[src/rtl/clk_div_ctrl_pkg.sv]
// Shared definitions for the clk_div_ctrl block: FSM state encodings and
// default parameter values used by the top and its phase counter.
package clk_div_ctrl_pkg;

    localparam int DIV_W_DFLT       = 8;
    localparam int DIV_DEFAULT_DFLT = 4;

    typedef enum logic [1:0] {
        ST_IDLE  = 2'd0,
        ST_RUN   = 2'd1,
        ST_DRAIN = 2'd2
    } state_e;

endpackage

[src/rtl/clk_div_phase_cnt.sv]
// Phase counter for clk_div_ctrl: counts 0..limit-1 and wraps, with a
// synchronous clear and a terminal-count flag (count == limit-1).
module clk_div_phase_cnt #(
    parameter int W = 8
) (
    input  logic         clk,
    input  logic         rst,
    input  logic         clr,
    input  logic [W-1:0] limit,
    output logic         tc
);

    localparam logic [W-1:0] ONE = W'(1);

    logic [W-1:0] cnt_q;
    logic [W-1:0] cnt_d;

    assign tc = (cnt_q == (limit - ONE));

    // Next count: clear wins, wrap at terminal count, otherwise increment.
    always_comb begin
        cnt_d = cnt_q + ONE;
        if (clr || tc) begin
            cnt_d = '0;
        end
    end

    // Count register.
    always_ff @(posedge clk or posedge rst) begin
        if (rst) begin
            cnt_q <= '0;
        end else begin
            // NOTE: state registers use non-blocking assignments so every flop samples pre-edge values.
            cnt_q <= cnt_d;
        end
    end

endmodule

[src/rtl/clk_div_ctrl.sv]
// Runtime-programmable clock divider controller. Produces a registered
// divided clock and sequences ratio changes and start/stop so they only take
// effect at the period boundary (the clkOut 1->0 edge).
// Optional build macro CLK_DIV_CTRL_TICK_EN adds the tickOut clock-enable
// pulse, high in the first clkIn cycle of every clkOut high phase.
module clk_div_ctrl
    import clk_div_ctrl_pkg::*;
#(
    parameter int DIV_W       = DIV_W_DFLT,
    parameter int DIV_DEFAULT = DIV_DEFAULT_DFLT
) (
    input  logic             clkIn,
    input  logic             rstIn,
    input  logic             enIn,
    input  logic             reqIn,
    input  logic [DIV_W-1:0] divIn,
    output logic             ackOut,
    output logic             errOut,
    output logic             busyOut,
    output logic [DIV_W-1:0] divValOut,
    output logic             clkOut
`ifdef CLK_DIV_CTRL_TICK_EN
    ,
    output logic             tickOut
`endif
);

    state_e           state_q, state_d;
    logic             clk_q, clk_d;
    logic [DIV_W-1:0] div_q, div_d;
    logic             pend_q, pend_d;
    logic             ack_q, ack_d;
    logic             err_q, err_d;
    logic             tc;
    logic             running;
    logic             boundary;
    logic             req_valid;

    assign running   = (state_q != ST_IDLE);
    // The edge on which clkOut falls closes a full period.
    assign boundary  = running && tc && clk_q;
    // A request is not re-evaluated while its ack/err pulse is still visible.
    assign req_valid = reqIn && !ack_q && !err_q;

    clk_div_phase_cnt #(
        .W (DIV_W)
    ) u_phase_cnt (
        .clk   (clkIn),
        .rst   (rstIn),
        .clr   (state_q == ST_IDLE),
        .limit (div_q),
        .tc    (tc)
    );

    // Run/stop sequencing: stopping is only allowed on a period boundary.
    always_comb begin
        // NOTE: every combinational output gets a default first so no path can infer a latch.
        state_d = state_q;
        case (state_q)
            ST_IDLE: begin
                if (enIn) state_d = ST_RUN;
            end
            ST_RUN: begin
                if (!enIn) state_d = boundary ? ST_IDLE : ST_DRAIN;
            end
            ST_DRAIN: begin
                if (enIn) state_d = ST_RUN;
                else if (boundary) state_d = ST_IDLE;
            end
            default: state_d = ST_IDLE;
        endcase
    end

    // Divided clock, ratio register and request handshake.
    always_comb begin
        clk_d  = clk_q;
        div_d  = div_q;
        pend_d = pend_q;
        ack_d  = 1'b0;
        err_d  = 1'b0;

        if (running && tc) begin
            clk_d = ~clk_q;
        end

        if (req_valid && !pend_q) begin
            if (divIn == '0) begin
                err_d = 1'b1;
            end else if (state_q == ST_IDLE || divIn == div_q) begin
                div_d = divIn;
                ack_d = 1'b1;
            end else begin
                pend_d = 1'b1;
            end
        end

        // divIn is held stable by the requester, so it is sampled here.
        if (pend_q && boundary) begin
            div_d  = divIn;
            ack_d  = 1'b1;
            pend_d = 1'b0;
        end
    end

    // Control and output registers.
    always_ff @(posedge clkIn or posedge rstIn) begin
        if (rstIn) begin
            state_q <= ST_IDLE;
            clk_q   <= 1'b0;
            div_q   <= DIV_W'(DIV_DEFAULT);
            pend_q  <= 1'b0;
            ack_q   <= 1'b0;
            err_q   <= 1'b0;
        end else begin
            state_q <= state_d;
            clk_q   <= clk_d;
            div_q   <= div_d;
            pend_q  <= pend_d;
            ack_q   <= ack_d;
            err_q   <= err_d;
        end
    end

`ifdef CLK_DIV_CTRL_TICK_EN
    logic tick_q, tick_d;

    // Tick fires on the edge where clkOut rises.
    always_comb begin
        tick_d = running && tc && !clk_q;
    end

    // Tick register.
    always_ff @(posedge clkIn or posedge rstIn) begin
        if (rstIn) begin
            tick_q <= 1'b0;
        end else begin
            tick_q <= tick_d;
        end
    end

    assign tickOut = tick_q;
`endif

    assign clkOut    = clk_q;
    assign divValOut = div_q;
    assign ackOut    = ack_q;
    assign errOut    = err_q;
    assign busyOut   = running;

endmodule

[config.mk]
export PLATFORM = sky130hd
export DESIGN_NAME = clk_div_ctrl
export DESIGN_NICKNAME = d
export VERILOG_FILES = /design/src/rtl/clk_div_ctrl_pkg.sv /design/src/rtl/clk_div_phase_cnt.sv /design/src/rtl/clk_div_ctrl.sv
export SDC_FILE = /design/constraint.sdc
export NUM_CORES = 1
export LEC_CHECK = 0
export CAP_MARGIN = 5
export CORE_UTILIZATION = 46
export DETAILED_ROUTE_END_ITERATION = 16
export PLACE_DENSITY = 0.86
export SETUP_SLACK_MARGIN = 0.1
export SLEW_MARGIN = 0
export SYNTH_ARGS = -nofsm -noshare
export SYNTH_HDL_FRONTEND = slang
export SYNTH_SLANG_ARGS = --single-unit
[constraint.sdc]
create_clock -name clkIn -period 2.4 [get_ports clkIn]
set_clock_uncertainty 0.1 [all_clocks]
set_input_delay 0.36 -clock clkIn [delete_from_list [all_inputs] [get_ports clkIn]]
set_output_delay 0.36 -clock clkIn [all_outputs]
set_load 0.1 [all_outputs]
==> qor.txt <==
io pins -> 24
EDFF count, synth -> 0
Max Cap Viol -> 0
routed wire length -> 2990 um
hpwl dp -> 2200 um
grt ovf -> 0
top post-synthesis cells by area -> dfrtp_1 41%, xor2_1 12%, mux2_4 9.3%, nor2_1 2.9%, xnor2_1 2.7%
Switching Share -> 51.2%
CP arrival -> 2570 ps
Unique masters post-synth -> 37
row count -> 18
global-route wire length before repair -> 4750 um
VDD IR max -> 1430 uV
Max Slew Vio Count -> 0
CTS Buf Count -> 3
post-synthesis sequential area ratio -> 42.9%
syn nets -> 131
LEAKAGE -> 0.795 nW
GRT Total Usage -> 23.1%
critical setup path kind -> register to register
fmax -> 406 MHz
port bufs -> 23
WL per Instance -> 16.1 um
crit path launch type -> register
NumNets Final -> 170
Final Cell Area -> 0.00178 sq mm
Ant. Diodes -> 0
DR vias/cell -> 5.46
Clock power frac -> 8.1%
Die X -> 54.9 um
Sink Count -> 22
drt drc -> 0
register bit total from synthesis -> 22
# placed instances -> 179
CTS root buf -> clkbuf_4
layout cells sized above 1 -> 45.2%
average size of a mapped cell -> 11.0 sq um
actual slew at the worst max-slew pin -> 612 ps
area leader, netlist -> dfrtp_1
power share of the combinational group -> 65.3%
Vias -> 1011
status -> complete, but fails checks
Internal -> 1.23 mW
Final Cycle Share -> 103%
top-area cell type share of the netlist area -> 40.8%
First DRT Iteration DRCs -> 9
Area growth syn-to-layout -> 37.9%
switching power -> 1.29 mW
final std cells w/o fill -> 185
Cells after Synth -> 117
Setup TNS -> -382 ps
largest net degree at the start of global routing -> 16
Slew headroom -> 59.2%
core footprint -> 0.00257 sq mm
worst endpoint required time -> 2510 ps
Critical R2R Launch -> divValOut[1]
placer's final routability congestion estimate -> 0.789
vias in the first global route -> 1074
die area -> 0.00301 sq mm
CP Launch Point -> divValOut[1]
min Tclk post-route -> 2460 ps
H-Tree Depth -> 1
CTS tree -> done
failing checks -> setup timing
deepest clock path buffer count -> 2
Reg power frac -> 26.6%
Setup crit end kind -> register
RSZ-0062 raised after global routing -> true
final antenna-violating net count -> 0
Placement Cell Area -> 0.00164 sq mm
setup violators final -> 8
initial antenna violation count -> 0
dominant synthesized flop cell -> dfrtp_1
Initial Util -> 50.1%
Die H -> 54.9 um
clock slew at reported path FFs -> 120 ps
power density cells -> 1420 mW/mm^2
critical path peak fanout -> 9
worst min path class -> input pin to async pin
Post-synth ARST share -> 100%
final critical-path setup slack -> -61.3 ps
drt pass-1 iters -> 4
Mapped Area -> 0.00129 sq mm
worst-skew pair later-pin latency -> 310 ps
Hold Fails Final Rpt -> 0
Hold Buf Count CTS -> 0
Pwr Total -> 2.52 mW
synth warn -> 0
[worst paths after layout]
kind / end / slack [ps] / depth (start not counted)
setup reg to reg: divValOut[4] / -60 / 7
min in group clkIn: errOut / 450 / 2
hold / removal: pend_q / 310 / 2
setup / recovery: divValOut[4] / -60 / 7
max in group asynchronous: u_phase_cnt.cnt_q[0] / 1350 / 3
hold reg to reg: errOut / 450 / 2
[layout by cell type, fill, tap and decap left out, types with 2 or more instances in the layout]
master | netlist | layout
a21oi_1 | 4 | 4
nor4_1 | 4 | 4
inv_1 | 5 | 4
xor2_1 | 18 | 18
nand2b_1 | 3 | 3
nor2_2 | 0 | 6
buf_4 | 0 | 26
dfrtp_2 | 0 | 7
xnor2_1 | 4 | 3
nor2b_1 | 2 | 2
mux2_4 | 8 | 8
dfrtp_4 | 0 | 2
nor2_1 | 10 | 3
clkbuf_4 | 0 | 3
and3_1 | 2 | 2
nand3_1 | 6 | 6
clkdlybuf4s50_1 | 0 | 11
dfrtp_1 | 21 | 12
nand2_1 | 2 | 2
[metal layers]
metal | track usage (%) | vias up | part of all wire [%]
met1 | 27.8 | 494 | 43
met4 | 8.75 | 0 | 1.2
met5 | 0 | - | 0
met3 | 2.46 | 4 | 3.2
li1 | - | 491 | -
met2 | 41.8 | 22 | 53
[critical path, cell delays in order, from the launching register on]
cell,delay (ps)
dfrtp_4,510
or4_4,560
o22ai_2,180
o21ai_2,80
nor3_2,230
a41o_1,250
buf_12,150
mux2_4,300
[cells in the mapped netlist, types with 3 or more instances]
library cell	count
nand2b_1	3
xor2_1	18
inv_1	5
nand3_1	6
xnor2_1	4
dfrtp_1	21
a21oi_1	4
mux2_4	8
nor4_1	4
nor2_1	10
[power by group through the flow]
stage / Sequential [mW] / Clock [mW] / Combinational [mW]
3_3_place_gp: 0.659 / 0 / 1.47
5_1_grt: 0.695 / 0.224 / 1.73
2_1_floorplan: 1.22 / 0 / 0.572
3_5_place_dp: 0.662 / 0 / 1.52
4_1_cts: 0.667 / 0.211 / 1.59
6_report: 0.670 / 0.205 / 1.65
[logic make-up after synthesis]
logic type / count (synthesis) / synth area share [%]
AND/OR/NAND/NOR: 40 / 17.9
XOR/XNOR: 23 / 16.7
flip-flops: 22 / 42.9
AO/OA/AOI/OAI: 13 / 7.48
buffers and inverters: 9 / 3.79
multiplexers: 8 / 9.33
adder cells (fa/ha/maj): 2 / 1.94
[state kept, by name (all words and copies together), names as in the netlist]
signal / count
ackOut: 1
divValOut: 8
u_phase_cnt.cnt_q: 8
errOut: 1
pend_q: 1
clkOut: 1
state_q: 2
[per-stage QoR]
step / util (%) / worst slack, ps / hold WS, ps
2_1_floorplan: - / -125 / 248
3_3_place_gp: 63.8 / -105 / 407
3_5_place_dp: 63.8 / -251 / 428
4_1_cts: 67.6 / -107 / 315
5_1_grt: 69.2 / -138 / 351
6_report: 69.2 / -61.3 / 308
[cell type report]
| type | count | area [sq um] |
|---|---|---|
| fillers | 198 | 792 |
| clock buffers | 4 | 36.3 |
| flip-flops and latches | 22 | 568 |
| inverters | 5 | 18.8 |
| well taps | 30 | 37.5 |
| multi-input cells | 86 | 790 |
| repair buffers | 38 | 325 |
[repair_timing]
item                                    CTS  global route
gates resized for setup                  12             8
setup buffers                             2             0
endpoints found under the setup margin   17            19
cloned                                    0             0
pin swaps                                 9             5
(Power assumes the default switching activity.)
